<file path="src/rtl/fft_bitrev_reorder.sv">
// Reorders bit-reversed FFT frames into natural bin order through a ping-pong
// buffer, with a valid/ready output stage and a last-bin marker.
module fft_bitrev_reorder #(
  parameter int DATA_WIDTH = 16,
  parameter int SEQ_LENGTH = 16,
  parameter int LOG2_LEN   = 4
) (
  input  logic                  clk,
  input  logic                  reset_n,
  input  logic                  in_valid,
  input  logic                  in_sof,
  input  logic [DATA_WIDTH-1:0] in_real,
  input  logic [DATA_WIDTH-1:0] in_img,
  output logic                  in_ready,
  output logic                  out_valid,
  input  logic                  out_ready,
  output logic [DATA_WIDTH-1:0] out_real,
  output logic [DATA_WIDTH-1:0] out_img,
  output logic [LOG2_LEN-1:0]   out_idx,
  output logic                  out_last,
  output logic                  sync_err
);

  typedef enum logic {IDLE, STREAM} rd_state_t;

  localparam logic [LOG2_LEN-1:0] LAST_IDX = LOG2_LEN'(SEQ_LENGTH - 1);

  logic [DATA_WIDTH-1:0] mem_real [2][SEQ_LENGTH];
  logic [DATA_WIDTH-1:0] mem_img  [2][SEQ_LENGTH];

  logic [1:0]          bank_full;
  logic                wr_bank, rd_bank;
  logic [LOG2_LEN-1:0] wr_cnt, rd_cnt;
  logic [LOG2_LEN-1:0] wr_idx;
  logic                accept, resync, frame_done, load, rd_done;
  rd_state_t           state, state_next;

  function automatic logic [LOG2_LEN-1:0] bitrev(input logic [LOG2_LEN-1:0] v);
    logic [LOG2_LEN-1:0] r;
    for (int i = 0; i < LOG2_LEN; i++) r[i] = v[LOG2_LEN-1-i];
    return r;
  endfunction

  // An in_sof sample always lands as index 0, restarting a partial frame.
  always_comb begin
    in_ready   = !bank_full[wr_bank];
    accept     = in_valid && in_ready;
    wr_idx     = in_sof ? '0 : wr_cnt;
    resync     = accept && in_sof && (wr_cnt != '0);
    frame_done = accept && (wr_idx == LAST_IDX);
  end

  // Write side
  always_ff @(posedge clk) begin
    if (reset_n) begin
      wr_cnt   <= '0;
      wr_bank  <= 1'b0;
      sync_err <= 1'b0;
    end else begin
      // NOTE: sequential state uses non-blocking assignments so every reader sees the pre-edge value.
      sync_err <= resync;
      if (accept) wr_cnt <= wr_idx + 1'b1;
      if (frame_done) wr_bank <= ~wr_bank;
    end
  end

  // NOTE: the sample buffers carry no reset; bank_full alone decides whether their contents are live.
  always_ff @(posedge clk) begin
    if (accept) begin
      mem_real[wr_bank][bitrev(wr_idx)] <= in_real;
      mem_img[wr_bank][bitrev(wr_idx)]  <= in_img;
    end
  end

  // Set and clear never hit the same bit: a full read bank blocks writes to it.
  always_ff @(posedge clk) begin
    if (reset_n) begin
      bank_full <= '0;
    end else begin
      if (frame_done) bank_full[wr_bank] <= 1'b1;
      if (rd_done)    bank_full[rd_bank] <= 1'b0;
    end
  end

  // Read FSM: state register
  always_ff @(posedge clk) begin
    if (reset_n) state <= IDLE;
    else         state <= state_next;
  end

  // Read FSM: next state, tracking "read bank full" so the first load needs no extra cycle
  always_comb begin
    // NOTE: default first so every path assigns state_next and no latch is inferred.
    state_next = state;
    case (state)
      IDLE:   if (frame_done && (wr_bank == rd_bank)) state_next = STREAM;
      STREAM: if (rd_done && !bank_full[~rd_bank] && !frame_done) state_next = IDLE;
      default: state_next = IDLE;
    endcase
  end

  // Read FSM: outputs
  always_comb begin
    load    = (state == STREAM) && (!out_valid || out_ready);
    rd_done = load && (rd_cnt == LAST_IDX);
  end

  always_ff @(posedge clk) begin
    if (reset_n) begin
      rd_cnt    <= '0;
      rd_bank   <= 1'b0;
      out_valid <= 1'b0;
      out_last  <= 1'b0;
      out_real  <= '0;
      out_img   <= '0;
      out_idx   <= '0;
    end else if (load) begin
      rd_cnt    <= rd_cnt + 1'b1;
      if (rd_done) rd_bank <= ~rd_bank;
      out_valid <= 1'b1;
      out_last  <= rd_done;
      out_real  <= mem_real[rd_bank][rd_cnt];
      out_img   <= mem_img[rd_bank][rd_cnt];
      out_idx   <= rd_cnt;
    end else if (out_ready) begin
      out_valid <= 1'b0;
      out_last  <= 1'b0;
    end
  end

endmodule

</file>
<file path="config.mk">
export PLATFORM = sky130hd
export DESIGN_NAME = fft_bitrev_reorder
export DESIGN_NICKNAME = d
export VERILOG_FILES = /design/src/rtl/fft_bitrev_reorder.sv
export SDC_FILE = /design/constraint.sdc
export NUM_CORES = 1
export LEC_CHECK = 0
export CAP_MARGIN = 40
export CORE_ASPECT_RATIO = 2
export CORE_MARGIN = 3
export CORE_UTILIZATION = 32
export DETAILED_ROUTE_END_ITERATION = 12
export GPL_TIMING_DRIVEN = 0
export HOLD_SLACK_MARGIN = 0.06
export SLEW_MARGIN = 20
export SYNTH_ARGS = -nofsm -noshare
export SYNTH_HDL_FRONTEND = slang
export SYNTH_SLANG_ARGS = --single-unit
</file>
<file path="constraint.sdc">
create_clock -name clk -period 5 [get_ports clk]
set_input_delay 0.75 -clock clk [delete_from_list [all_inputs] [get_ports clk]]
set_output_delay 0.75 -clock clk [all_outputs]
set_load 0.05 [all_outputs]
</file>
Yosys cells after proc, flatten, opt, wreduce, memory -nomap -nowiden
Memory sizes are Yosys's and may differ from the RTL's. A register that Yosys moved wholly into a read port is not among the register bits.
Cells that the tools add are included.
- register bits after elaboration: 52
- RAM bits: 1024
- input bits: 37
- logic and storage cells: 87
- memories: 2
- add/sub/neg operators: 2
- $lt $le $gt $ge: 8
- equal/unequal tests: 3
- multiplexer cells: 32
- bitwise logic cells: 8
- reductions and logical operators: 20
- memories (name ; depth ; bits a word ; rd ports ; clocked after memory_dff ; wr ports ; line ; source):
    mem_img ; 2 ; 256 ; 1 ; 1 ; 1 ; 29 ; logic [DATA_WIDTH-1:0] mem_img [2][SEQ_LENGTH];
    mem_real ; 2 ; 256 ; 1 ; 1 ; 1 ; 28 ; logic [DATA_WIDTH-1:0] mem_real [2][SEQ_LENGTH];
- operator list (cell ; number):
    $mux 256 ; 1
    $bmux 16 s4 ; 2
    $mux 16 ; 5
    $demux 16 s4 ; 1
    $mux 1 ; 16
    $logic_and 1x1->1 ; 12
    $ge 5x5->1 const B ; 2
    $not 4->5 ; 2
    $add 4x1->4 const B ; 2
    $eq 4x4->1 const B ; 2
    $lt 1x2->1 const B ; 3
    $mux 2 ; 3
    $lt 5x1->1 const B ; 1
    $logic_not 1->1 ; 4
    $mux 4 ; 1
    $reduce_bool 4->1 ; 1
    $not 1->1 ; 3
    $and 2x2->2 ; 1
    $demux 1 s1 ; 2
    $ge 1x1->1 const B ; 2
    $not 2->2 ; 1
    $or 2x2->2 ; 1
    $pmux 1 s2 ; 1
    $reduce_and 2->1 ; 1
    3 further kinds ; 3

Longest topological paths before layout
Gate-level depths: netlist of run 1.
- word-level depth: 9
- gate-level depth with buffers: 9
- depth with buffers taken out: 6

Worst setup path after synthesis of run 1
Ideal clock, no wire load.
- path type: register to register
- from: reg wr_bank
- to: reg bank_full[0]
- setup time: 0.068 ns
- arrival time: 4.557 ns
- data required time: 4.932 ns
- slack: 0.375 ns
- stages on the path, launching flop included: 5
- clock period less this slack: 4.625 ns
- cells stage by stage: dfxtp_1 mux2i_1 nand3_1 nor3_1 o221a_2
- word-level cells in the longest chain between the ends: 9
- elaborated cells between the ends (all ways): 15
- RTL lines (element ; line ; source):
    from (decl) ; 32 ; logic wr_bank, rd_bank;
    from (signal assigned) ; 63 ; if (frame_done) wr_bank <= ~wr_bank;
    $mux 1 (not written as such) (*) (2 in a row) ; 46 ; in_ready = !bank_full[wr_bank];
    $logic_not 1->1 (*) ; 46 ;
    via in_ready ; 14 ; output logic in_ready,
    $logic_and 1x1->1 (*) ; 47 ; accept = in_valid && in_ready;
    $logic_and 1x1->1 (*) ; 50 ; frame_done = accept && (wr_idx == LAST_IDX);
    $mux 2 (*) ; 80 ; if (frame_done) bank_full[wr_bank] <= 1'b1;
    $mux 2 (*) ; 77 ; if (reset_n) begin
    $and 2x2->2 (no source line) ; - ;
    $mux 2 (*) ; 81 ; if (rd_done) bank_full[rd_bank] <= 1'b0;
    to (signal assigned) ; 78 ; bank_full <= '0;
    to (signal, indexed assignment) ; 80 ;
    to (signal, indexed assignment) ; 81 ;
    to (decl) ; 31 ; logic [1:0] bank_full;
Mark *: on every way through the listed nets, which the timed path passes. The rest lies on a longest branch. The select of a mux whose other input is x is not followed.
A chain may end at the register's enable or synchronous reset.

Worst setup path in the final report of run 1
- from: in in_sof
- to: mem mem_real[0][12] (netlist bit), enable pin
- word-level cells in the longest chain between the ends: 7
- elaborated cells between the ends (all ways): 8
- RTL lines (element ; line ; source):
    from (decl) ; 11 ; input logic in_sof,
    $mux 4 (*) ; 48 ; wr_idx = in_sof ? '0 : wr_cnt;
    $not 4->5 (not written as such) (*) ; 70 ; mem_real[wr_bank][bitrev(wr_idx)] <= in_real;
    $ge 5x5->1 (not written as such) / $lt 5x1->1 (equally long branches) ; 70 ;
    $logic_and 1x1->1 (not written as such) ; 70 ;
    $mux 16 (not written as such) ; 70 ;
    $demux 16 s4 (*) ; 70 ;
    $mux 256 (not written as such) (*) ; 70 ;
    to (decl) ; 28 ;
Mark *: on every way between the ends. The rest lies on a longest branch, timed or not.

==> flow_summary.ini, run 1 <==
[setup_path]
cp_slowest_stage_delay_ns = 0.59
cp_slowest_cell = nor3_2
cp.arrival_ns = 4.21
cp_common_cell = buf_4
worst-path-stages = 10
reg2reg_to = mem_img[0][66]
timing.rr.start = wr_bank
worstSetupEndpointType = register
cp.buffers_inverters = 6
cp-startpoint = in_sof
cp_top_family = buffers and inverters
required_ns = 5.35
r2r.worst_path.cells = 6
cp-start-kind = input pin
path_cells = clkdlybuf4s50_1 -> clkbuf_1 -> nor2b_1 -> ha_1 -> nand3_1 -> nor3_2 -> buf_4 -> buf_4 -> buf_4 -> buf_4
criticalPathCategory = input pin to register
path_max_fanout = 10
ff2ff_setup_slack_ns = 1.52

[synthesis]
synth_largest_area_cell = edfxtp_1
synth-edff-count = 1024
async_flop_share = 0
yosys_warnings = 0
synth_fp_nets = 2112
synth_most_common_cell = edfxtp_1
synth.avg_cell_area_um2 = 19.95
ys_ff_latch = 1077
synth_area_mm2 = 0.04129
synth_area_leaders = edfxtp_1 74%, mux4_2 8.7%, mux2i_1 3.9%
ys_seq_area_frac = 0.7704
synthFlopType = edfxtp_1
netlist.area_leader.share = 0.7447
ys_top_cells_by_count = 1024 x edfxtp_1, 161 x mux2i_1, 160 x mux4_2
synth_cell_types = 47
syn-instance-count = 2070

[finish]
drive_gt1_frac = 0.2271
multi_input_area_mm2 = 0.009034
syn_to_final_growth_pct = 17.34
utilization = 0.3799
seqCellArea_mm2 = 0.03181
fill_cells = 11386
final_area_mm2 = 0.04845
final_nets = 2349

[drt]
drt_drc_violations_left = 0
vias_per_cell = 5.172
wl_per_cell_um = 27.25
dr.pass1.iters = 7
wirelength_um = 110700
num_vias = 21017
ant_nets = 0
drtIter0Drc = 1843

[clocking]
cts_hold_buffers = 0
cts_buffer_depth = 3
tritoncts = built
cts_resized = 0
post_cts_buffers = 0
insertion_delay_ns = 0.66
cts.sinks = 1077
path_clk_slew_ns = 0.07
cts_root_buf = clkbuf_16
cts-htree-levels = 3
cts_buffers = 80

[sta]
setup_violations = 0
clock_skew_ns = 0.02696
finalSetupTns_ns = 0
fin_ws_ns = 1.141
hold_viol = 0
rsz0062_at_grt = no
relSlewSlack = 0.3735
whs_ns = 0.4941
finalCriticalPeriod_ns = 3.859
slew_violations = 0
tightest_slew_ns = 0.9398
finalCritPeriodShare = 0.7718
fmax_mhz = 259.1

[power_and_ir_drop]
leakage_nw = 14.37
peakVddDrop_mv = 0.2407
power_density_mw_per_mm2 = 348.7

[global_routing]
grtUsageTotal = 0.1652
antenna_found_initial = 11
grt_pass1_wl_um = 159100
overflow = 0
grt_max_degree = 33
grt_pass1_vias = 22794

[hold_path]
holdPathStages = 2
hp-start = out_idx[1]
hold_end = out_idx[1]
hold_class = register to register

[die]
chipWidth_um = 260
core_mm2 = 0.1275
num_rows = 185
ioPinCount = 77
die-area_mm2 = 0.1336
initial_core_util = 0.3237
die_h_um = 514

[placed_design]
placed_cell_area_mm2 = 0.04574
portBuffers = 75
post-place-ws_ns = 0.5451
routabilityCongestion = 0.8793
hpwl_um = 79010

[status]
status = completed

[flow_run]
maxCapViolations = 0
[metrics by stage]
step                      instances  power (mW)
after CTS                      4055       17.00
after detailed placement       3907       10.40
final                          4064       16.89
after global routing           4057       17.34
after floorplan                2070       10.16
after global placement         3828       10.34
[registers in the layout, indices dropped and copies added (netlist names), named ones only]
register / cells
out_img: 16
out_last: 1
wr_cnt: 4
rd_bank: 1
mem_img: 512
out_valid: 1
out_real: 16
mem_real: 512
rd_cnt: 4
out_idx: 4
sync_err: 1
state: 1
wr_bank: 1
bank_full: 2
[cells by family (layout without fill, tap and decap cells)]
group | count (synthesis) | in the layout | share of synthesized area
AOI/OAI and AO/OA | 244 | 244 | 0.03948
xor gates and xnor gates | 6 | 6 | 0.001273
adders and majority gates | 5 | 5 | 0.001515
buffers and inverters | 125 | 428 | 0.01642
DFF | 1077 | 1077 | 0.7704
muxes | 386 | 386 | 0.1440
other | 0 | 8 | 0
and+or+nand+nor | 227 | 227 | 0.02688
[tightest hold or removal path, stage by stage (launching register included)]
cell     delay [ns]
dfxtp_1        0.33
nand2_1        0.06
a21oi_1        0.06
[report_power, final]
part | internal [mW] | switching (mW) | leakage, nW | total, mW
logic | 0.0917 | 0.211 | 3.42 | 0.303
registers | 9.88 | 0.00715 | 9.65 | 9.89
clock network | 3.58 | 3.12 | 1.30 | 6.70
[placed cells by master, fill, tap and decap left out, drive strengths merged, types with 2 or more instances in the layout]
master         count
nor2              45
mux4             160
o221a              2
a22o               6
nor2b             58
o21ai             36
clkinvlp          10
a22oi             53
clkbuf           149
a222oi             6
edfxtp          1024
or2                2
nand2b             3
a31oi             26
and2               6
mux2i            161
nand4              2
buf              156
nand3b             3
clkdlybuf4s50     70
a211oi            27
clkinv            26
and3               2
xnor2              5
nand3             30
nand2             69
nor3               2
diode              8
bufinv             7
a21oi             15
ha                 5
mux2              65
o22ai             64
a221oi             6
dfxtp             53
inv               10
[worst max-delay path by stage]
stage | end
final | mem_real[0][12]
after global placement | bank_full[0]
after CTS | mem_real[0][12]
after floorplan | bank_full[0]
after global routing | mem_real[0][13]
after detailed placement | mem_real[0][14]
[layer usage]
metal	vias to the layer above	global-route usage	wire length, um
met1	11085	0.1665	36740
met2	731	0.3201	62620
li1	8930	-	-
met5	-	0	22
met4	6	0.08810	6142
met3	265	0.02518	5199
[final cells by class]
cell class / instances / area share
well taps: 1683 / 0.04346
diodes: 8 / 0.0004132
inverters: 7 / 0.0005423
repair buffers: 155 / 0.04346
flip-flops and latches: 1077 / 0.6566
clock inverters: 46 / 0.009142
multi-input cells: 868 / 0.1865
clock buffers: 102 / 0.04646
plain buffers: 118 / 0.01351
(Power assumes the default switching activity.)
==> run 2, diff against run 1 <==
Clock period 5 ns to 3.3 ns, I/O delays scaled along.
==> run 2 against run 1 <==
First-iteration DRC count is 4.9% higher. Power up 53%. Flip-flop and latch count stayed put. Design area grew 2.2%. Register-to-register slack got worse by 1.4 ns. Non-clock buffer count rose by 87. Critical path depth down 3. Clock skew decreased by 0.0060 ns. Critical path type is now register to register. Largest cell class unchanged. Largest power group unchanged.
==> flow_summary.ini, run 2 (synthesis gave the netlist of run 1 again) <==
[setup_path]
timing.rr.start = wr_bank
cp.arrival_ns = 3.50
reg2reg_to = mem_real[0][223]
required_ns = 3.65
path_max_fanout = 14
ff2ff_setup_slack_ns = 0.14
criticalPathCategory = register to register
r2r.worst_path.cells = 7
cp-start-kind = register
worstSetupEndpointType = register

[finish]
seqCellArea_mm2 = 0.03181
final_common_cell = edfxtp_1
top_regs = mem_img (512), mem_real (512)
final_nets = 2440
syn_to_final_growth_pct = 19.91
final_area_mm2 = 0.04951
layout_common_cells = 1024 x edfxtp_1, 161 x mux2i_1, 160 x mux4_2
drive_gt1_frac = 0.2542
fill_cells = 11295
multi_input_area_mm2 = 0.009056

[sta]
finalCritPeriodShare = 0.9572
tightest_slew_ns = 0.8767
setup_violations = 0
rsz0062_at_grt = no
slew_violations = 0
finalSetupTns_ns = 0
relSlewSlack = 0.4134
hold_viol = 0
fmax_mhz = 316.6
fin_ws_ns = 0.1413
clock_skew_ns = 0.02093
finalCriticalPeriod_ns = 3.159

[die]
die-area_mm2 = 0.1336
num_rows = 185
core_mm2 = 0.1275
chipWidth_um = 260
initial_core_util = 0.3237
die_h_um = 514
ioPinCount = 77

[global_routing]
grtUsageTotal = 0.1642
grt_max_degree = 34
antenna_found_initial = 14
grtUsageMet1 = 0.1681
grtUsageMet3 = 0.02376
use_met2 = 0.3198
grt_pass1_vias = 22640
grt_pass1_wl_um = 158300
overflow = 0
busiest_layer = met2

[clocking]
cts_buffers = 83
cts_buffer_depth = 3
insertion_delay_ns = 0.66
cts_hold_buffers = 0
cts-htree-levels = 3
cts_root_buf = clkbuf_16
cts.sinks = 1077
tritoncts = built
path_clk_slew_ns = 0.07

[placed_design]
portBuffers = 75
hpwl_um = 78430
placed_cell_area_mm2 = 0.04579
routabilityCongestion = 0.8413
post-place-ws_ns = -0.6280

[hold_path]
holdPathStages = 1
hp-start = in_img[5]
hold_end = mem_img[1][69]
hold_class = input pin to register

[power_and_ir_drop]
power_density_mw_per_mm2 = 521.0
leakage_nw = 14.96
peakVddDrop_mv = 0.4289

[drt]
num_vias = 21517
wl_per_cell_um = 26.70
vias_per_cell = 5.176
wirelength_um = 111000
drt_drc_violations_left = 0
dr.pass1.iters = 7
ant_nets = 0
drtIter0Drc = 1934

[status]
status = completed

[flow_run]
maxCapViolations = 0
run 2: cell type report:
type,count,area share
clock buffers,101,0.04481
plain buffers,118,0.01319
clock inverters,53,0.01099
inverters,7,0.0005307
multi-input cells,869,0.1829
diodes,7,0.0003538
repair buffers,242,0.06219
well taps,1683,0.04253
flip-flops and latches,1077,0.6425
run 2: repair_timing:
item,CTS,global route
pin swaps,9,12
setup buffers,28,60
resized for setup,0,2
gates cloned,0,1
setup endpoints to repair,156,399
run 2: metal layers:
metal	wire, um	share of wire
met4	5749	0.052
met2	62760	0.57
met1	36890	0.33
met3	5518	0.050
met5	73	0.00066
run 2: report_power, final:
part / switching, mW / leakage [nW] / internal [mW]
clock: 4.76 / 1.34 / 5.57
sequential: 0.0114 / 9.65 / 15.0
combinational: 0.324 / 3.97 / 0.156
run 2: worst max-delay path, stage by stage, from the launching register on:
cell	delay (ns)
dfxtp_1	0.48
mux2i_1	0.54
and2_1	0.20
clkbuf_1	0.36
nand2_2	0.36
nor2_4	0.48
buf_16	0.23
buf_16	0.18
run 2: how the worst max path moves through the flow:
stage	endpoint	from	cells after the start
floorplan	mem_img[1][48]	wr_bank	3
global placement	bank_full[0]	in_sof	7
detailed placement	mem_real[1][10]	in_sof	7
CTS	mem_img[1][242]	wr_bank	7
global route	mem_real[0][223]	wr_bank	7
finish	mem_real[0][223]	wr_bank	7
run 2: stage by stage:
step	instances	utilization	power [mW]	hold slack, ns
2_1_floorplan	2070	-	15.40	0.4536
3_3_place_gp	3828	0.3474	15.67	0.4833
3_5_place_dp	3905	0.3590	15.76	0.4813
4_1_cts	4087	0.3835	25.97	0.4053
5_1_grt	4151	0.3881	26.51	0.3549
6_report	4157	0.3882	25.80	0.3440
==> run 3, diff against run 2 <==
Settings changed: REMOVE_ABC_BUFFERS set to 1.
==> run 3 against run 2 <==
Final cell count shrank 3.0%. The flow now finishes with violations (negative setup slack). Highest routed layer unchanged. Design area grew 0.64%. First-iteration DRC count shrank 5.5%. Setup slack lost 0.25 ns.
==> flow_summary.ini, run 3 (synthesis gave the netlist of run 1 again) <==
[clocking]
insertion_delay_ns = 0.66
tritoncts = built
cts_root_buf = clkbuf_16
path_clk_slew_ns = 0.07
cts.sinks = 1077
cts_hold_buffers = 0
cts_buffer_depth = 3
cts-htree-levels = 3
cts_buffers = 84

[status]
status = finished, violations left
violations = negative setup slack

[drt]
dr.pass1.iters = 7
num_vias = 21056
wl_per_cell_um = 26.59
drt_drc_violations_left = 0
drtIter0Drc = 1828
vias_per_cell = 5.220
wirelength_um = 107300
ant_nets = 0

[finish]
layout_common_cells = 1024 x edfxtp_1, 161 x mux2i_1, 160 x mux4_2
final_common_cell = edfxtp_1
syn_to_final_growth_pct = 20.68
final_area_mm2 = 0.04983
drive_gt1_frac = 0.2417
final-instance-count-excl-fill = 4034
top_regs = mem_img (512), mem_real (512)
final_nets = 2324
fill_cells = 11150

[setup_path]
cp-startpoint = in_sof
criticalPathCategory = input pin to register
cp-start-kind = input pin
cp.buffers_inverters = 3
ff2ff_setup_slack_ns = -0.09
worstSetupEndpointType = register
required_ns = 3.64
path_cells = clkdlybuf4s50_1 -> nor2b_1 -> ha_1 -> nand3_1 -> nor2_4 -> buf_16 -> buf_12
cp_top_family = simple AND/OR/NAND/NOR gates
cp_slowest_stage_delay_ns = 0.76
cp.arrival_ns = 3.75
cp_slowest_cell = nor2_4
path_max_fanout = 16
timing.rr.start = wr_bank

[die]
chipWidth_um = 260
num_rows = 185
core_mm2 = 0.1275
initial_core_util = 0.3237
die-area_mm2 = 0.1336
die_h_um = 514
ioPinCount = 77

[sta]
slew_violations = 0
fin_ws_ns = -0.1098
fmax_mhz = 293.3
tightest_slew_ns = 0.9086
hold_viol = 0
rsz0062_at_grt = yes
finalCriticalPeriod_ns = 3.410
whs_ns = 0.1567
setup_violations = 48
clock_skew_ns = 0.03136
finalCritPeriodShare = 1.033
relSlewSlack = 0.3925

[power_and_ir_drop]
leakage_nw = 14.88
power_density_mw_per_mm2 = 523.0
finalPower_mw = 26.06
peakVddDrop_mv = 0.3960

[placed_design]
routabilityCongestion = 0.7127
portBuffers = 76
hpwl_um = 70470
dp_cells = 3825
placed_cell_area_mm2 = 0.04636

[hold_path]
hp-start = reset_n
hold_class = input pin to register

[global_routing]
grt_max_degree = 45
grt_pass1_wl_um = 153000
grtUsageTotal = 0.1581
antenna_found_initial = 3
overflow = 0
grt_pass1_vias = 22047

[flow_run]
maxCapViolations = 0
[run 3: timing repair]
action | 4_1_cts | 5_1_grt
cloned | 0 | 0
pin swaps | 9 | 6
resized for setup | 0 | 0
setup buffers | 9 | 22
setup endpoints to repair | 113 | 176
[run 3: final cells by class]
| type | instances | area, um2 | area share |
|---|---|---|---|
| flip-flops and latches | 1077 | 31830 | 0.6387 |
| multi-input cells | 868 | 9090 | 0.1824 |
| repair buffers | 244 | 3936 | 0.07900 |
| clock buffers | 113 | 2323 | 0.04663 |
| well taps | 1683 | 2106 | 0.04226 |
| clock inverters | 41 | 515.5 | 0.01035 |
| inverters | 7 | 28.78 | 0.0005775 |
| diodes | 1 | 2.502 | 0.00005022 |
[run 3: through the flow]
stage / util / TNS [ns] / setup slack, ns
2_1_floorplan: - / -921.21 / -10.57
3_3_place_gp: 0.3411 / -3094.92 / -15.94
3_5_place_dp: 0.3635 / -154.49 / -0.5349
4_1_cts: 0.3863 / 0 / 0.001539
5_1_grt: 0.3907 / -1.749 / -0.09741
6_report: 0.3907 / -2.229 / -0.1098
[run 3: metal layers]
layer	GRT usage	vias up	share of wire
li1	-	8887	-
met1	0.1759	11152	0.35
met2	0.2959	779	0.55
met3	0.02484	236	0.055
met4	0.06665	2	0.039
met5	0	-	0.00012
[run 3: final timing paths]
check        cells past startpoint               to
max                              7  mem_real[0][61]
min                              2       out_img[9]
max reg2reg                      5  mem_real[0][61]
min reg2reg                      2       out_idx[0]
[run 3: report_power, final]
part,leakage [nW],switching [mW],internal (mW)
combinational,3.83,0.292,0.161
sequential,9.66,0.0117,15.0
clock,1.40,4.72,5.91
total,14.9,5.02,21.0
